`config.mk`:
```
export PLATFORM = sky130hd
export DESIGN_NAME = div_multi
export DESIGN_NICKNAME = d
export VERILOG_FILES = /design/src/rtl/div_pkg.sv /design/src/rtl/div_chan.sv /design/src/rtl/div_multi.sv
export SDC_FILE = /design/constraint.sdc
export NUM_CORES = 1
export LEC_CHECK = 0
export CAP_MARGIN = 20
export CORE_MARGIN = 5
export CORE_UTILIZATION = 68
export DETAILED_ROUTE_END_ITERATION = 10
export GPL_TIMING_DRIVEN = 0
export PLACE_DENSITY_LB_ADDON = 0.15
export SKIP_LAST_GASP = 1
export SYNTH_ARGS = -nofsm -noshare
export SYNTH_HDL_FRONTEND = slang
export SYNTH_HIERARCHICAL = 1
export SYNTH_SLANG_ARGS = --single-unit
```
`constraint.sdc`:
```
create_clock -name clk -period 17.1 [get_ports clk]
set_input_delay 3.42 -clock clk [delete_from_list [all_inputs] [get_ports clk]]
set_output_delay 3.42 -clock clk [all_outputs]
set_load 0.005 [all_outputs]
```
`src/rtl/div_pkg.sv`:
```
// Shared types and constants for the multi-channel tick generator.
// Mode encodings, channel state enum and the halt divisor.
package div_pkg;

  localparam logic DIV_MODE_PULSE  = 1'b0;
  localparam logic DIV_MODE_SQUARE = 1'b1;

  // A divisor of zero parks the channel.
  localparam int DIV_HALT = 0;

  typedef enum logic {
    DIV_IDLE,
    DIV_RUN
  } div_state_e;

endpackage

```
`src/rtl/div_chan.sv`:
```
// One divider channel: counter, config shadow, tick/square/pending flags.
// Ports: en/sync/cfg write in; tick_o, sq_o, pend_o (+tcnt_o with DIV_TICKCNT_EN).
module div_chan
  import div_pkg::*;
#(
  parameter int W       = 20,
  parameter int DEF_DIV = 20
) (
  input  logic         clk,
  input  logic         rst,
  input  logic         en_i,
  input  logic         sync_i,
  input  logic         we_i,
  input  logic [W-1:0] div_i,
  input  logic         mode_i,
  input  logic         imm_i,
  output logic         tick_o,
  output logic         sq_o,
  output logic         pend_o
`ifdef DIV_TICKCNT_EN
  ,
  output logic [15:0]  tcnt_o
`endif
);

  div_state_e   st_q, st_d;
  logic [W-1:0] cnt_q, cnt_d;
  logic [W-1:0] div_q, div_d;
  logic         mode_q, mode_d;
  logic [W-1:0] sh_div_q, sh_div_d;
  logic         sh_mode_q, sh_mode_d;
  logic         pend_q, pend_d;
  logic         tick_q, tick_d;
  logic         sq_q, sq_d;

  logic         run;
  logic         tc;
  logic         apply_sh;
  logic [W:0]   half;

  always_comb begin
    st_d      = st_q;
    cnt_d     = cnt_q;
    div_d     = div_q;
    mode_d    = mode_q;
    sh_div_d  = sh_div_q;
    sh_mode_d = sh_mode_q;
    pend_d    = pend_q;
    tick_d    = 1'b0;

    run = en_i && (div_q != W'(DIV_HALT));
    tc  = run && (cnt_q == div_q - W'(1));

    st_d = run ? DIV_RUN : DIV_IDLE;

    // Staged config lands on sync, terminal count, or any idle edge.
    apply_sh = pend_q && (sync_i || tc || (st_q == DIV_IDLE));
    if (apply_sh) begin
      div_d  = sh_div_q;
      mode_d = sh_mode_q;
      pend_d = 1'b0;
    end

    // A write racing an apply edge is staged behind the old shadow.
    if (we_i) begin
      if (imm_i && !sync_i) begin
        div_d  = div_i;
        mode_d = mode_i;
        pend_d = 1'b0;
      end else begin
        sh_div_d  = div_i;
        sh_mode_d = mode_i;
        pend_d    = 1'b1;
      end
    end

    if (!run) begin
      cnt_d = '0;
    end else if (sync_i || (we_i && imm_i)) begin
      cnt_d = '0;
    end else if (tc) begin
      cnt_d  = '0;
      tick_d = 1'b1;
    end else begin
      cnt_d = cnt_q + W'(1);
    end

    half = ({1'b0, div_d} + (W+1)'(1)) >> 1;
    sq_d = run && (mode_d == DIV_MODE_SQUARE)
        && ({1'b0, cnt_d} < half);
  end

  always_ff @(posedge clk or negedge rst) begin
    if (!rst) begin
      st_q      <= DIV_IDLE;
      cnt_q     <= '0;
      div_q     <= W'(DEF_DIV);
      mode_q    <= DIV_MODE_PULSE;
      sh_div_q  <= '0;
      sh_mode_q <= DIV_MODE_PULSE;
      pend_q    <= 1'b0;
      tick_q    <= 1'b0;
      sq_q      <= 1'b0;
    end else begin
      st_q      <= st_d;
      cnt_q     <= cnt_d;
      div_q     <= div_d;
      mode_q    <= mode_d;
      sh_div_q  <= sh_div_d;
      sh_mode_q <= sh_mode_d;
      pend_q    <= pend_d;
      tick_q    <= tick_d;
      sq_q      <= sq_d;
    end
  end

  assign tick_o = tick_q;
  assign sq_o   = sq_q;
  assign pend_o = pend_q;

`ifdef DIV_TICKCNT_EN
  logic [15:0] tcnt_q, tcnt_d;

  assign tcnt_d = sync_i ? '0 : tcnt_q + {15'd0, tick_d};

  always_ff @(posedge clk or negedge rst) begin
    if (!rst) begin
      tcnt_q <= '0;
    end else begin
      tcnt_q <= tcnt_d;
    end
  end

  assign tcnt_o = tcnt_q;
`endif

endmodule

```
`src/rtl/div_multi.sv`:
```
// Multi-channel programmable clock-enable / tick generator (top).
// Ports: clk, rst(n), en, sync, cfg_*; tick, sq, pend. DIV_TICKCNT_EN adds rd_ch/tick_cnt.
module div_multi
  import div_pkg::*;
#(
  parameter int CH      = 4,
  parameter int W       = 20,
  parameter int DEF_DIV = 20,
  localparam int CW     = (CH > 1) ? $clog2(CH) : 1
) (
  input  logic          clk,
  input  logic          rst,
  input  logic [CH-1:0] en,
  input  logic          sync,
  input  logic          cfg_we,
  input  logic [CW-1:0] cfg_ch,
  input  logic [W-1:0]  cfg_div,
  input  logic          cfg_mode,
  input  logic          cfg_imm,
  output logic [CH-1:0] tick,
  output logic [CH-1:0] sq,
  output logic [CH-1:0] pend
`ifdef DIV_TICKCNT_EN
  ,
  input  logic [CW-1:0] rd_ch,
  output logic [15:0]   tick_cnt
`endif
);

`ifdef DIV_TICKCNT_EN
  logic [15:0] tcnt [CH];
`endif

  for (genvar i = 0; i < CH; i++) begin : g_ch
    logic we;

    // Out-of-range channel numbers match no instance.
    assign we = cfg_we && (int'(cfg_ch) == i);

    div_chan #(
      .W       (W),
      .DEF_DIV (DEF_DIV)
    ) u_chan (
      .clk    (clk),
      .rst    (rst),
      .en_i   (en[i]),
      .sync_i (sync),
      .we_i   (we),
      .div_i  (cfg_div),
      .mode_i (cfg_mode),
      .imm_i  (cfg_imm),
      .tick_o (tick[i]),
      .sq_o   (sq[i]),
      .pend_o (pend[i])
`ifdef DIV_TICKCNT_EN
      ,
      .tcnt_o (tcnt[i])
`endif
    );
  end

`ifdef DIV_TICKCNT_EN
  logic [15:0] tick_cnt_q, tick_cnt_d;

  always_comb begin
    tick_cnt_d = '0;
    for (int i = 0; i < CH; i++) begin
      if (int'(rd_ch) == i) begin
        tick_cnt_d = tcnt[i];
      end
    end
  end

  always_ff @(posedge clk or negedge rst) begin
    if (!rst) begin
      tick_cnt_q <= '0;
    end else begin
      tick_cnt_q <= tick_cnt_d;
    end
  end

  assign tick_cnt = tick_cnt_q;
`endif

endmodule
```
Word-level counts from Yosys, hierarchy flattened
Index checks and enable logic that the tools add are counted.
W data, S select, Z words.
{ "totals": {"reg_bits": 264, "word_cells": 180, "inputBits": 32, "output_inout_bits": 12} }
{ "classes": {"bitwise": 5, "eq_ne": 7, "muxes": 61, "reduce_logical": 55, "n_addsub": 12, "order_cmp": 4} }
{ "op_table": {"columns": ["operator", "n"], "rows": [
  ["$mux W20", 24],
  ["$add A20 B1 Y21 const B", 4],
  ["$add A20 B1 Y20 const B", 4],
  ["$eq A20 B20 Y1", 4],
  ["$lt A20 B20 Y1", 4],
  ["$reduce_bool A20 Y1", 4],
  ["$sub A20 B1 Y20 const B", 4],
  ["$mux W1", 37],
  ["$logic_and A1 B1 Y1", 29],
  ["$logic_or A1 B1 Y1", 12],
  ["$reduce_and A2 Y1", 4],
  ["$reduce_bool A2 Y1", 4],
  ["$not A1 Y1", 5],
  ["$eq A2 B2 Y1 const B", 2],
  ["$eq A2 B1 Y1 const B", 1],
  ["$logic_not A2 Y1", 1],
  ["$logic_not A1 Y1", 1]
]} }

Longest topological paths before layout
{ "depth": {"word_depth": 12, "depth_mapped": 28, "ltp_nobuf": 27} }

Hierarchy
The synthesis kept the hierarchy.
{ "modules_own_cells": {"columns": ["module", "cells_each", "seq_area_each_um2", "area_each_um2", "n_inst"], "rows": [
  ["div_chan (g_ch[1].u_chan ...)", 452, 1654.1, 4385.5, 2],
  ["div_chan (g_ch[0].u_chan)", 477, 1654.1, 4564.4, 1],
  ["div_chan (g_ch[3].u_chan)", 454, 1654.1, 4465.5, 1],
  ["div_multi", 4, 0.0, 37.5, 1]
]} }

Worst setup path after synthesis
Ideal clock, no wire load.
{ "synth_timing": {"path_kind": "input to register", "from": "in en[0]", "to": "reg g_ch[0].u_chan.sq_q", "path_buffers": 2, "slack_ns": 9.646, "t_arrival_ns": 7.388, "setup_ns": 0.065, "required_ns": 17.035, "path_stages": 23, "cell_sequence": "nand4_1 -> or3_1 -> and4bb_2 -> a31o_4 -> buf_6 -> mux2i_1 -> a21oi_1 -> nand4_1 -> buf_2 -> nor3_1 -> xnor2_1 -> ha_1 -> a21o_1 -> a21oi_1 -> nor2b_1 -> o21ai_0 -> nand2b_1 -> a21oi_1 -> nor2b_1 -> o21ai_0 -> o21ai_0 -> a2111oi_0 -> o211a_1"} }
{ "synth_via": {"elab_chain_cells": 11, "word_cells_on_any_way": 18, "classes_between": "1 x add/sub; 1 x order compare; 9 x mux; 7 x reduce/logical"} }
{ "synth_lines": {"columns": ["element", "line_no", "source"], "rows": [
  ["start, declared", "div_multi.sv:13", "input logic [CH-1:0] en,"],
  ["$logic_and A1 B1 Y1 (*)", "div_chan.sv:51", "run = en_i && (div_q != W'(DIV_HALT));"],
  ["$logic_and A1 B1 Y1 (*)", "div_chan.sv:52", "tc = run && (cnt_q == div_q - W'(1));"],
  ["$logic_or A1 B1 Y1 (*) (2 in series)", "div_chan.sv:57", "apply_sh = pend_q && (sync_i || tc || (st_q == DIV_IDLE));"],
  ["$logic_and A1 B1 Y1 (*)", "div_chan.sv:57", null],
  ["$mux W20 (*)", "div_chan.sv:58", "if (apply_sh) begin"],
  ["$mux W20", "div_chan.sv:66", "if (imm_i && !sync_i) begin"],
  ["$mux W20 (*)", "div_chan.sv:65", "if (we_i) begin"],
  ["via g_ch[0].u_chan.div_d[4]", "div_chan.sv:28", "logic [W-1:0] div_q, div_d;"],
  ["$add A20 B1 Y21 (*)", "div_chan.sv:88", "half = ({1'b0, div_d} + (W+1)'(1)) >> 1;"],
  ["$lt A20 B20 Y1 (*)", "div_chan.sv:90", "&& ({1'b0, cnt_d} < half);"],
  ["$logic_and A1 B1 Y1 (*)", "div_chan.sv:90", null],
  ["via g_ch[0].u_chan.sq_d", "div_chan.sv:34", "logic sq_q, sq_d;"],
  ["end signal, assigned", "div_chan.sv:113", "sq_q <= sq_d;"],
  ["end, declared", "div_chan.sv:34", null]
]} }
Mark *: on every way through the listed nets, which the timed path passes. The rest lies on a longest branch.
A chain may end at the register's enable or synchronous reset.

Worst setup path after layout
{ "layout_timing": {"from": "in sync", "to": "reg g_ch[0].u_chan.sq_q"} }
{ "layout_via": {"elab_chain_cells": 9, "word_cells_on_any_way": 18, "classes_between": "1 x add/sub; 1 x order compare; 8 x mux; 8 x reduce/logical"} }
{ "layout_lines": {"columns": ["element", "line_no", "source"], "rows": [
  ["start, declared", "div_multi.sv:14", "input logic sync,"],
  ["$logic_or A1 B1 Y1 (2 in series)", "div_chan.sv:57", null],
  ["$logic_and A1 B1 Y1", "div_chan.sv:57", null],
  ["$mux W20", "div_chan.sv:58", null],
  ["$mux W20", "div_chan.sv:66", null],
  ["$mux W20 (*)", "div_chan.sv:65", null],
  ["via g_ch[0].u_chan.div_d[4]", "div_chan.sv:28", null],
  ["$add A20 B1 Y21 (*)", "div_chan.sv:88", null],
  ["$lt A20 B20 Y1 (*)", "div_chan.sv:90", null],
  ["$logic_and A1 B1 Y1 (*)", "div_chan.sv:90", null],
  ["via g_ch[0].u_chan.sq_d", "div_chan.sv:34", null]
]} }
Marked as above.

==> metrics.md <==
| Metric | Value |
|---|---|
| Run status | finished, final reports clean |
| Critical R2R Capture | g_ch[0].u_chan/sq_o |
| H-tree level count | 1 |
| Power share of the sequential group | 0.377 |
| WL/cell | 20.0 um |
| Setup violation total in the final timing report | 0 |
| Maximum Capacitance Violations | 0 |
| DRC violation total after the first TritonRoute iteration | 1386 |
| Global-route wire length before repair | 73400 um |
| Total number of clock tree sinks | 264 |
| Mean Syn Cell Area | 9.70 sq um |
| Number of buffers inserted by hold repair at cts | 0 |
| Primary flip-flop cell chosen by synthesis mapping | sky130_fd_sc_hd__dfrtp_1 |
| Number of design rule violations left after detail routing | 0 |
| Type of the worst min-delay path | reg -> reg |
| Number of gates resized after cts | 0 |
| Type of origin of the critical path | input pin |
| Top post-synthesis cells by area | sky130_fd_sc_hd__dfrtp_1 (36%), sky130_fd_sc_hd__xnor2_1 (6.1%), sky130_fd_sc_hd__ha_1 (5.9%), sky130_fd_sc_hd__mux2_2 (5.6%), sky130_fd_sc_hd__xor2_1 (5.2%) |
| Syn Std Cell Area | 17800 sq um |
| Post-Route Setup TNS | 0 ps |
| Worst Hold Depth | 1 |
| Fraction of layout cells with a size suffix above 1 | 0.130 |
| Net switching component of the power | 892 uW |
| Area of the die | 29600 sq um |
| Most common cell after layout, fill and taps aside | sky130_fd_sc_hd__dfrtp_1 |
| Hold violation total from the final report | 0 |
| Number of warnings printed during yosys synthesis | 6 |
| # Post-CTS Setup Buffers | 0 |
| Sw Ratio | 0.371 |
| Antenna violations before repair | 0 |
| Measured slew at the worst slew-check pin | 1010 ps |
| Top cell type by total area after synthesis | sky130_fd_sc_hd__dfrtp_1 |
| Layout net count | 2031 |
| Clk pin slew, worst setup/hold paths | 60 ps |
| Max Root-Sink Buffers | 3 |
| CTS tree | done |
| Unrepaired setup endpoints after global routing | no |
| Achievable Freq | 112 MHz |
| Count of input and output buffers | 43 |
| Remaining Overflow, GRT | 0 |
| Cells after synthesis | 1839 |
| Core area | 25900 sq um |
| Filler Cell Count | 1738 |
| Biggest cell delay along the critical path | 990 ps |
| Crit path capture type | register |
| Max Fanout on Critical Path | 18 |
| Length in cells of the worst reg-to-reg path | 27 |
| Area grow syn2layout | 10.8% |
| Vias | 14400 |
| Diode insertion count for antenna repair | 0 |
| Clk pwr share | 0.278 |
| Number of primary I/O pins | 44 |
| Sequential-to-total area share from yosys stat | 0.371 |
| Netlist cell types | 88 |
| Required time reported for the critical path endpoint | 17580 ps |
| Flops & latches, synth | 264 |
| Detailed Routing Iterations Pass 1 | 5 |
| DIE WIDTH | 172 um |
| Asr flop ratio synth | 1.00 |
| Max-slew headroom | 0.317 |
| Via count of the first global-routing pass | 14200 |
| Highest-delay cell along the critical path | sky130_fd_sc_hd__clkdlybuf4s50_1 |
| Time the final worst path needs with I/O delays and setup | 8960 ps |
| Total leakage power | 8.03 nW |
| Total count of max-transition violations in the final report | 0 |
| Minimum setup slack among reg-to-reg paths | 10240 ps |
| Arrival time reported for the critical path endpoint | 9430 ps |
| Maximum VDD drop | 101 uV |
| RD Place Congestion | 0.913 |
| Area share of the leading cell type in the synthesized netlist | 0.359 |
| Placement Rows | 59 |
| Final clock skew | 8.19 ps |
| Via density | 6.34 |
| Worst Min Path Start | g_ch[0].u_chan/sh_div_q[3] |
| CTS buffer count | 29 |
| Crit Reg-Reg Startpoint | g_ch[0].u_chan/div_q[0] |
| Starting density of the core | 0.688 |
| Class of the most critical setup path | in -> reg |
| Combinational cell fraction of total power | 0.346 |
| Internal power of the cells | 1.51 mW |
| Number of synthesized flops with an enable pin | 0 |
| DIE HEIGHT | 172 um |
| Final core utilization | 0.763 |
| Largest net degree at the start of global routing | 123 |
| Destination of the worst hold path | g_ch[0].u_chan/sh_div_q[3] |
| CP cell instances | clkdlybuf4s50_1 -> inv_1 -> a21boi_0 -> a31o_4 -> buf_6 -> mux2i_1 -> a21oi_1 -> nand4_1 -> buf_2 -> nor3_1 -> xnor2_1 -> ha_1 -> a21o_1 -> a21oi_1 -> nor2b_1 -> o21ai_0 -> nand2b_1 -> a21oi_1 -> nor2b_1 -> o21ai_0 -> o21ai_0 -> a2111oi_0 -> o211a_1 |
| Source-to-sink clock delay at the later pin of the worst-skew pair | 550 ps |
| Total power density per cell area | 122 nW/um^2 |
| Syn_nets | 1955 |
| Highest-count cells in the layout ignoring fill and taps | sky130_fd_sc_hd__dfrtp_1 (256), sky130_fd_sc_hd__nor2_1 (239), sky130_fd_sc_hd__xnor2_1 (125) |
| Clk root buf | sky130_fd_sc_hd__clkbuf_16 |
| Global Route Usage Sum | 0.308 |
| Total routed wirelength | 45400 um |
| Placed wire-length estimate after detailed placement | 33600 um |
| Final cycle utilization of the critical path | 0.524 |
| Post-DRT Antenna Nets | 0 |
[layer usage]
metal | share of wire | routed length [um] | vias up | track usage
li1 | - | - | 6766 | -
met4 | 0.040 | 1820 | 0 | 0.109
met2 | 0.47 | 21200 | 481 | 0.505
met3 | 0.049 | 2210 | 123 | 0.0288
met5 | 0 | 0 | - | 0
met1 | 0.44 | 20200 | 7027 | 0.434
[how the worst max path moves through the flow]
stage,end,slack (ps),start,depth (start not counted)
final,g_ch[0].u_chan/sq_o,8140,sync,23
after global routing,g_ch[0].u_chan/sq_o,7870,sync,23
after CTS,g_ch[0].u_chan/sq_o,8420,sync,23
after detailed placement,g_ch[0].u_chan/sq_o,7890,sync,23
after global placement,g_ch[1].u_chan/cnt_q[15],1670,rst,1
after floorplan,g_ch[0].u_chan/sq_o,9650,en[0],23
[kinds of logic (layout without fill, tap and decap cells)]
| logic type | count (synthesis) | count (layout) | synth area share |
|---|---|---|---|
| AO/OA/AOI/OAI | 271 | 271 | 0.107 |
| multiplexers | 172 | 172 | 0.103 |
| adder cells (fa/ha/maj) | 84 | 84 | 0.0589 |
| XOR/XNOR | 233 | 233 | 0.116 |
| flip-flops | 264 | 264 | 0.371 |
| AND/OR/NAND/NOR | 705 | 705 | 0.217 |
| buffers and inverters | 110 | 208 | 0.0271 |
[cells in the mapped netlist (4+ instances only)]
cell / count
sky130_fd_sc_hd__mux2i_1: 81
sky130_fd_sc_hd__nand4b_1: 7
sky130_fd_sc_hd__inv_1: 46
sky130_fd_sc_hd__or4_1: 8
sky130_fd_sc_hd__mux2_2: 88
sky130_fd_sc_hd__nor4_1: 14
sky130_fd_sc_hd__a21o_1: 24
sky130_fd_sc_hd__clkbuf_1: 49
sky130_fd_sc_hd__xor2_1: 106
sky130_fd_sc_hd__xnor2_1: 125
sky130_fd_sc_hd__nand2b_1: 24
sky130_fd_sc_hd__o311ai_0: 6
sky130_fd_sc_hd__or2_2: 4
sky130_fd_sc_hd__o211a_1: 4
sky130_fd_sc_hd__a21oi_1: 76
sky130_fd_sc_hd__and2_1: 4
sky130_fd_sc_hd__nor4_2: 13
sky130_fd_sc_hd__o21a_1: 4
sky130_fd_sc_hd__dfstp_2: 8
sky130_fd_sc_hd__o22ai_1: 4
sky130_fd_sc_hd__a211oi_1: 9
sky130_fd_sc_hd__nor2b_1: 24
sky130_fd_sc_hd__nor3_1: 40
sky130_fd_sc_hd__nor3b_1: 9
sky130_fd_sc_hd__nand3b_1: 16
sky130_fd_sc_hd__a311oi_1: 9
sky130_fd_sc_hd__ha_1: 84
sky130_fd_sc_hd__nand3_1: 68
sky130_fd_sc_hd__buf_6: 6
sky130_fd_sc_hd__nand4_1: 69
sky130_fd_sc_hd__dfrtp_1: 256
sky130_fd_sc_hd__nor4_4: 7
sky130_fd_sc_hd__o2111ai_1: 6
sky130_fd_sc_hd__o31ai_1: 7
sky130_fd_sc_hd__a21oi_2: 35
sky130_fd_sc_hd__o21ai_0: 42
sky130_fd_sc_hd__and3b_1: 4
sky130_fd_sc_hd__nand2_1: 83
sky130_fd_sc_hd__or3_1: 17
sky130_fd_sc_hd__and3_1: 25
sky130_fd_sc_hd__o211ai_1: 6
sky130_fd_sc_hd__o31a_1: 6
sky130_fd_sc_hd__nor2_1: 239
[layout make-up]
cell class / count / area [sq um] / area share
multi-input cells: 1465 / 10700 / 0.543
flip-flops and latches: 264 / 6620 / 0.335
clock buffers: 38 / 810 / 0.0409
repair buffers: 45 / 490 / 0.0248
well taps: 335 / 419 / 0.0212
plain buffers: 61 / 299 / 0.0151
clock inverters: 15 / 213 / 0.0108
inverters: 49 / 184 / 0.00930
[power by group through the flow]
| stage | Clock, mW | Sequential, mW | Combinational, mW |
|---|---|---|---|
| floorplan | 0 | 0.858 | 0.629 |
| finish | 0.667 | 0.906 | 0.831 |
| CTS | 0.675 | 0.899 | 0.822 |
| global placement | 0 | 0.902 | 0.781 |
| detailed placement | 0 | 0.907 | 0.811 |
| global route | 0.698 | 0.921 | 0.911 |
[flip-flops by register name (all words and copies together) (netlist names)]
signal and flops:
g_ch.u_chan/st_q 4, g_ch.u_chan/pend_o 4, g_ch.u_chan/sq_o 4, g_ch.u_chan/sh_div_q 80, g_ch.u_chan/mode_q 4, g_ch.u_chan/div_q 80, g_ch.u_chan/tick_o 4, g_ch.u_chan/sh_mode_q 4
g_ch.u_chan/cnt_q 80
[worst max-delay path, delay by kind of cell]
kind / cells / cell delay, ps
buffers and inverters: 4 / 1740
multiplexers: 1 / 90
XOR/XNOR: 1 / 150
adder cells (fa/ha/maj): 1 / 260
AO/OA/AOI/OAI: 11 / 2900
AND/OR/NAND/NOR: 5 / 840
[stage by stage]
step	worst slack [ps]	instances	hold slack, ps	total power [mW]	instance area, sq um
after floorplan	9650	1839	479	1.49	17800
after global placement	1670	2217	488	1.68	18700
after detailed placement	7890	2219	494	1.72	18700
after CTS	8420	2272	508	2.40	19800
after global routing	7870	2272	522	2.53	19800
final	8140	2272	508	2.40	19800
No activity file was read; power rests on OpenSTA's default activity.
